[src/rtl/conv_out_collector_if.sv]
// Output stream of conv_out_collector: framed pixels with valid/ready flow control.
// Handshake: a beat transfers on a rising edge where out_valid && out_ready; the master holds
// out_pixel/out_sof/out_eol/out_eof stable while out_valid=1 and out_ready=0, and never retracts
// out_valid before the transfer.
interface conv_out_collector_if #(
   parameter int DATA_WIDTH = 8
);
   logic                  out_valid;
   logic                  out_ready;
   logic [DATA_WIDTH-1:0] out_pixel;
   logic                  out_sof;
   logic                  out_eol;
   logic                  out_eof;

   modport master (output out_valid, output out_pixel, output out_sof, output out_eol,
                   output out_eof, input out_ready);
   modport slave  (input out_valid, input out_pixel, input out_sof, input out_eol,
                   input out_eof, output out_ready);
endinterface

[src/rtl/conv_out_collector.sv]
// Collects the valid convolution outputs from a raster stream, frames them (sof/eol/eof) and
// buffers them in a FIFO. Optional COLLECTOR_STATS_EN adds pix_count/pix_sum outputs.
module conv_out_collector #(
   parameter int DATA_WIDTH = 8,
   parameter int IMG_WIDTH  = 16,
   parameter int IMG_HEIGHT = 16,
   parameter int KERNEL     = 3,
   parameter int FIFO_DEPTH = 16
) (
   input  logic                  clk,
   input  logic                  reset,
   input  logic                  valid_in,
   input  logic [DATA_WIDTH-1:0] pixel_in,
   input  logic                  restart,
   conv_out_collector_if.master  ob,
   output logic                  frame_done,
   output logic                  overflow,
   output logic [1:0]            fsm_state
`ifdef COLLECTOR_STATS_EN
   ,
   output logic [31:0]           pix_count,
   output logic [31:0]           pix_sum
`endif
);

   localparam int OW      = IMG_WIDTH - KERNEL + 1;
   localparam int OH      = IMG_HEIGHT - KERNEL + 1;
   localparam int SKIP    = (KERNEL - 1) * IMG_WIDTH + (KERNEL - 1);
   localparam int SKIP_W  = $clog2(SKIP) + 1;
   localparam int COL_W   = $clog2(IMG_WIDTH) + 1;
   localparam int ROW_W   = $clog2(IMG_HEIGHT) + 1;
   localparam int PTR_W   = $clog2(FIFO_DEPTH);
   localparam int CNT_W   = PTR_W + 1;
   localparam int ENTRY_W = DATA_WIDTH + 3;

   typedef enum logic [1:0] {
      WARMUP = 2'd0,
      ACTIVE = 2'd1,
      DONE   = 2'd2
   } state_t;

   state_t              state_q;
   state_t              state_d;
   logic [SKIP_W-1:0]   skip_cnt;
   logic [COL_W-1:0]    col;
   logic [ROW_W-1:0]    row;
   logic [ENTRY_W-1:0]  mem [FIFO_DEPTH];
   logic [PTR_W-1:0]    wr_ptr;
   logic [PTR_W-1:0]    rd_ptr;
   logic [CNT_W-1:0]    count;

   logic beat;
   logic last_col;
   logic last_row;
   logic keep;
   logic full;
   logic pop;
   logic push_ok;
   logic drop;

   // restart wins over a same-cycle beat, which is then neither counted nor kept
   assign beat     = valid_in && !restart;
   assign last_col = (col == COL_W'(OW - 1));
   assign last_row = (row == ROW_W'(OH - 1));
   assign keep     = (state_q == ACTIVE) && beat && (col < COL_W'(OW));
   assign full     = (count == CNT_W'(FIFO_DEPTH));
   assign pop      = ob.out_valid && ob.out_ready;
   assign push_ok  = keep && (!full || pop);
   assign drop     = keep && full && !pop;

   always_ff @(posedge clk or posedge reset) begin
      if (reset) state_q <= WARMUP;
      else       state_q <= state_d;
   end

   always_comb begin
      state_d = state_q;
      case (state_q)
         WARMUP: begin
            if (restart)                                      state_d = WARMUP;
            else if (valid_in && skip_cnt == SKIP_W'(SKIP - 1)) state_d = ACTIVE;
         end
         ACTIVE: begin
            if (restart)                           state_d = WARMUP;
            else if (keep && last_col && last_row) state_d = DONE;
         end
         DONE: begin
            if (restart) state_d = WARMUP;
         end
         default: state_d = WARMUP;
      endcase
   end

   always_ff @(posedge clk or posedge reset) begin
      if (reset) begin
         skip_cnt <= '0;
         col      <= '0;
         row      <= '0;
      end else if (restart) begin
         skip_cnt <= '0;
         col      <= '0;
         row      <= '0;
      end else if (valid_in) begin
         if (state_q == WARMUP) begin
            skip_cnt <= skip_cnt + SKIP_W'(1);
         end else if (state_q == ACTIVE) begin
            if (col == COL_W'(IMG_WIDTH - 1)) begin
               col <= '0;
               row <= row + ROW_W'(1);
            end else begin
               col <= col + COL_W'(1);
            end
         end
      end
   end

   // Storage is reset so the head outputs read zero out of reset
   always_ff @(posedge clk or posedge reset) begin
      if (reset) begin
         for (int i = 0; i < FIFO_DEPTH; i++) mem[i] <= '0;
         wr_ptr <= '0;
         rd_ptr <= '0;
         count  <= '0;
      end else begin
         if (push_ok) begin
            mem[wr_ptr] <= {(row == '0) && (col == '0), last_col, last_col && last_row, pixel_in};
            wr_ptr      <= wr_ptr + PTR_W'(1);
         end
         if (pop) rd_ptr <= rd_ptr + PTR_W'(1);
         case ({push_ok, pop})
            2'b10:   count <= count + CNT_W'(1);
            2'b01:   count <= count - CNT_W'(1);
            default: count <= count;
         endcase
      end
   end

   always_ff @(posedge clk or posedge reset) begin
      if (reset)        overflow <= 1'b0;
      else if (restart) overflow <= 1'b0;
      else if (drop)    overflow <= 1'b1;
   end

`ifdef COLLECTOR_STATS_EN
   always_ff @(posedge clk or posedge reset) begin
      if (reset) begin
         pix_count <= '0;
         pix_sum   <= '0;
      end else if (restart) begin
         pix_count <= '0;
         pix_sum   <= '0;
      end else if (push_ok) begin
         pix_count <= pix_count + 32'd1;
         pix_sum   <= pix_sum + 32'(pixel_in);
      end
   end
`endif

   assign ob.out_valid = (count != '0);
   assign {ob.out_sof, ob.out_eol, ob.out_eof, ob.out_pixel} = mem[rd_ptr];
   assign frame_done   = (state_q == DONE);
   assign fsm_state    = state_q;

endmodule

[src/flat_wrapper.sv]
// flat-port wrapper written by rule: the top's interface ports become plain ports
module conv_out_collector_flat 
#(
   parameter int DATA_WIDTH = 8,
   parameter int IMG_WIDTH  = 16,
   parameter int IMG_HEIGHT = 16,
   parameter int KERNEL     = 3,
   parameter int FIFO_DEPTH = 16
)
  (clk, reset, valid_in, pixel_in, restart, frame_done, overflow, fsm_state, ob_out_valid, ob_out_pixel, ob_out_sof, ob_out_eol, ob_out_eof, ob_out_ready);
  conv_out_collector_if #(.DATA_WIDTH(DATA_WIDTH)) ob_i ();
  input  logic clk;
  input  logic reset;
  input  logic valid_in;
  input  logic [DATA_WIDTH-1:0] pixel_in;
  input  logic restart;
  output logic frame_done;
  output logic overflow;
  output logic [1:0] fsm_state;
  output wire logic [$bits(ob_i.out_valid)-1:0] ob_out_valid;
  output wire logic [$bits(ob_i.out_pixel)-1:0] ob_out_pixel;
  output wire logic [$bits(ob_i.out_sof)-1:0] ob_out_sof;
  output wire logic [$bits(ob_i.out_eol)-1:0] ob_out_eol;
  output wire logic [$bits(ob_i.out_eof)-1:0] ob_out_eof;
  input wire logic [$bits(ob_i.out_ready)-1:0] ob_out_ready;
  assign ob_out_valid = ob_i.out_valid;
  assign ob_out_pixel = ob_i.out_pixel;
  assign ob_out_sof = ob_i.out_sof;
  assign ob_out_eol = ob_i.out_eol;
  assign ob_out_eof = ob_i.out_eof;
  assign ob_i.out_ready = ob_out_ready;
  conv_out_collector #(.DATA_WIDTH(DATA_WIDTH), .IMG_WIDTH(IMG_WIDTH), .IMG_HEIGHT(IMG_HEIGHT), .KERNEL(KERNEL), .FIFO_DEPTH(FIFO_DEPTH)) u_core (.clk(clk), .reset(reset), .valid_in(valid_in), .pixel_in(pixel_in), .restart(restart), .ob(ob_i), .frame_done(frame_done), .overflow(overflow), .fsm_state(fsm_state));
endmodule
[config.mk]
export PLATFORM = sky130hd
export DESIGN_NAME = conv_out_collector_flat
export DESIGN_NICKNAME = d
export VERILOG_FILES = /design/src/rtl/conv_out_collector_if.sv /design/src/rtl/conv_out_collector.sv /design/src/flat_wrapper.sv
export SDC_FILE = /design/constraint.sdc
export NUM_CORES = 1
export LEC_CHECK = 0
export ABC_AREA = 1
export BUFFER_PORTS_ARGS = -buffer_cell sky130_fd_sc_hd__buf_4
export CAP_MARGIN = 20
export CORE_MARGIN = 2
export CORE_UTILIZATION = 30
export DETAILED_ROUTE_END_ITERATION = 8
export GPL_TIMING_DRIVEN = 0
export PLACE_DENSITY = 0.5
export SYNTH_ARGS = -nofsm -noshare
export SYNTH_HDL_FRONTEND = slang
export SYNTH_SLANG_ARGS = --single-unit
[constraint.sdc]
create_clock -name clk -period 17.2 [get_ports clk]
set_input_delay 2.58 -clock clk [delete_from_list [all_inputs] [get_ports clk]]
set_output_delay 2.58 -clock clk [all_outputs]
set_load 0.02 [all_outputs]
==> metrics.txt <==
flops & latches, synth roughly 210; Filler cells 3685; Post-Synthesis Cells 1268; Net Sw Power 645 µW; Sequential Area 5230 µm²; sequential power share 0.314; Routed WL around 34 mm; Remaining DRCs 0; DR vias/cell 4.97; Core Area ~35000 µm²; CP Max Fanout 10; register area share after synthesis 0.493; DRT met1 WL 15.7 mm; Synth top cells by count nand2_1, dfrtp_1, inv_1; Die H approximately 190 µm; unrepaired setup endpoints after global routing no; # IOs 29; Layout area overhead 15.6%; Worst path slowest cell clkbuf_1; Worst-path clk slew ~60 ps; # hold bufs at CTS 0; DR WL/cell 18.8 µm; met2 wire length ~15 mm; Most used DFF post-synth dfrtp_1; # Post-CTS Setup Buffers 0; Post-Layout Cell Count ~1800; worst path bufs/invs 4; Worst path top cell family by delay buffers and inverters; status finished, final reports clean; area used by multi-input combinational logic between 4000 and 5000 µm²; Setup crit end kind output port; Worst Hold End u_core.mem[170]; CTS tree yes; Pleak 5.50 nW; WL met3 1.59 mm; die width around 190 µm; slew margin rel. 0.339; share of cells above drive strength 1 0.120; hold depth 2; first-pass GRT wire length 52.6 mm; Crit Path Category flop to output port; clock skew between 15 and 20 ps; Starting Density 0.305; Slew @ Worst Pin 991 ps; Sw Share 0.388; final hold vios 0; Pins Over Slew Limit 0; CP peak stage delay 520 ps; post-CTS resize count 0; I/O Buffers 27; ys async rst share 1.00; router iterations before antenna repair 5; EDFF count, synth 0; Final Cycle Share 0.313; Final Critical Period 5380 ps; number of cells after detailed placement 1751; final setup TNS 0 ps; Hold Startpoint u_core.mem[170]; site row count roughly 70; worst flop-to-flop path startpoint u_core.count[0]; Synth area leader dfrtp_1; startpoint types flop; Max Cap Viol 0; DR top layer met4; 1st-iter DRT viols 722; combinational power share 0.358; critical-path cell list buf_2 > buf_2 > clkbuf_1 > o211ai_1 > nand3_1 > nand3_1 > nand2_1 > buf_4; Post-Syn Area per Cell 8.36 µm²; count leader, synth nand2_1; HP Class flop to flop; initial antenna violation count 0; top post-synthesis cells by area dfrtp_1, nand2_1, o21ai_0, inv_1, nand3_1; Clock power frac 0.328; TritonCTS Buffers 26; Int Pwr 1.02 mW; H-tree depth 1; Total GRT Usage 0.188; vias approximately 9000; post-synth top area share 0.493; antenna-violating nets left 0; n_diodes 0; vias in the first global route 8653; path depth of the worst reg2reg path 17; Placer Congestion 0.882; Final nets 1353; CTS Buffer Depth 3; fmax 0.186 GHz; reg-to-reg slack, setup 14580 ps; DIE AREA 36900 µm²; clock sink count 209; Root Driver clkbuf_16; reg2reg end u_core.count[4]; Final HPWL DP 23.6 mm; WP data required 14620 ps; largest net degree at the start of global routing 125; clk_lat worst skew 530 ps; Distinct cells, synth 40; final setup vio count 0; crit path DAT 2800 ps; total power 1.66 mW; VDD IR-drop max 0.0874 mV; Area after DPL 11400 µm²; cell area after layout 12300 µm²; synth warn 0; Mapped Nets 1297; post-synthesis cell area 10600 µm²; Congestion Overflow GR 0; PwrDens around 140 nW/µm²
metrics by stage:
stage / hold WS [ps] / util / worst slack [ps]
floorplan: 444 / - / 8910
global placement: 459 / 0.328 / 5860
detailed placement: 462 / 0.329 / 12400
CTS: 477 / 0.353 / 11840
global route: 498 / 0.353 / 11750
finish: 478 / 0.353 / 11820
area by class of cell:
class	count	share of cell area
Tap cell	455	0.0464
Sequential cell	209	0.426
Clock inverter	3	0.00326
Clock buffer	42	0.0662
Buffer	85	0.0426
Inverter	144	0.0453
Timing Repair Buffer	28	0.0188
Multi-Input combinational cell	830	0.351
how the worst max path moves through the flow:
stage                     startpoint             end  slack (ps)  cells after the start
global route        u_core.rd_ptr[0]      ob_out_eof       11750                      8
CTS                 u_core.rd_ptr[0]      ob_out_eof       11840                      8
global placement               reset  u_core.mem[91]        5860                      2
floorplan                      reset   u_core.col[0]        8910                      1
detailed placement  u_core.rd_ptr[0]      ob_out_eof       12400                      8
finish              u_core.rd_ptr[0]      ob_out_eof       11820                      8
power by group through the flow:
| stage | registers [mW] | logic, mW | clock network, mW |
|---|---|---|---|
| 2_1_floorplan | 0.527 | 0.359 | 0 |
| 3_3_place_gp | 0.531 | 0.593 | 0 |
| 3_5_place_dp | 0.531 | 0.596 | 0 |
| 4_1_cts | 0.522 | 0.597 | 0.558 |
| 5_1_grt | 0.525 | 0.647 | 0.580 |
| 6_report | 0.522 | 0.595 | 0.546 |
registers in the layout, indices dropped and copies added, names as in the netlist:
signal            flops
u_core.skip_cnt       7
u_core.rd_ptr         4
u_core.wr_ptr         4
u_core.row            5
u_core.mem          176
u_core.count          5
u_core.overflow       1
u_core.col            5
u_core.fsm_state      2
per-layer routing:
layer / up-vias / global-route usage
li1: 4274 / -
met1: 4359 / 0.270
met2: 235 / 0.298
met3: 61 / 0.0227
met4: 0 / 0.0528
met5: - / 0
kinds of logic after synthesis:
logic type / after synthesis / share of synthesized area
buffers and inverters: 229 / 0.101
and+or+nand+nor: 482 / 0.206
AOI/OAI and AO/OA: 319 / 0.171
xor gates and xnor gates: 13 / 0.0107
adders and majority gates: 16 / 0.0189
DFF: 209 / 0.493
worst min-delay path: cells and delay by family, from the launching register on:
family / cells / cell delay, ps
compound gates: 1 / 50
flops: 1 / 330
simple gates: 1 / 60
cells in the final DEF (no fill, tap or decap), types with 4 or more instances in the layout:
cell type	netlist	final
nand2_1	310	310
dfrtp_1	209	209
inv_1	142	141
o21ai_0	141	141
nand3_1	106	106
o21ai_1	59	59
a21oi_1	49	49
clkbuf_1	38	45
o211ai_1	44	44
nor2_1	31	31
buf_4	1	28
clkbuf_16	0	27
o21ai_2	23	23
buf_2	22	22
buf_6	17	17
ha_1	16	16
nand3_2	10	10
xor2_1	8	8
clkbuf_8	0	8
nand3_4	6	6
xnor2_1	5	5
nor3_1	4	4
(Power assumes the default switching activity.)
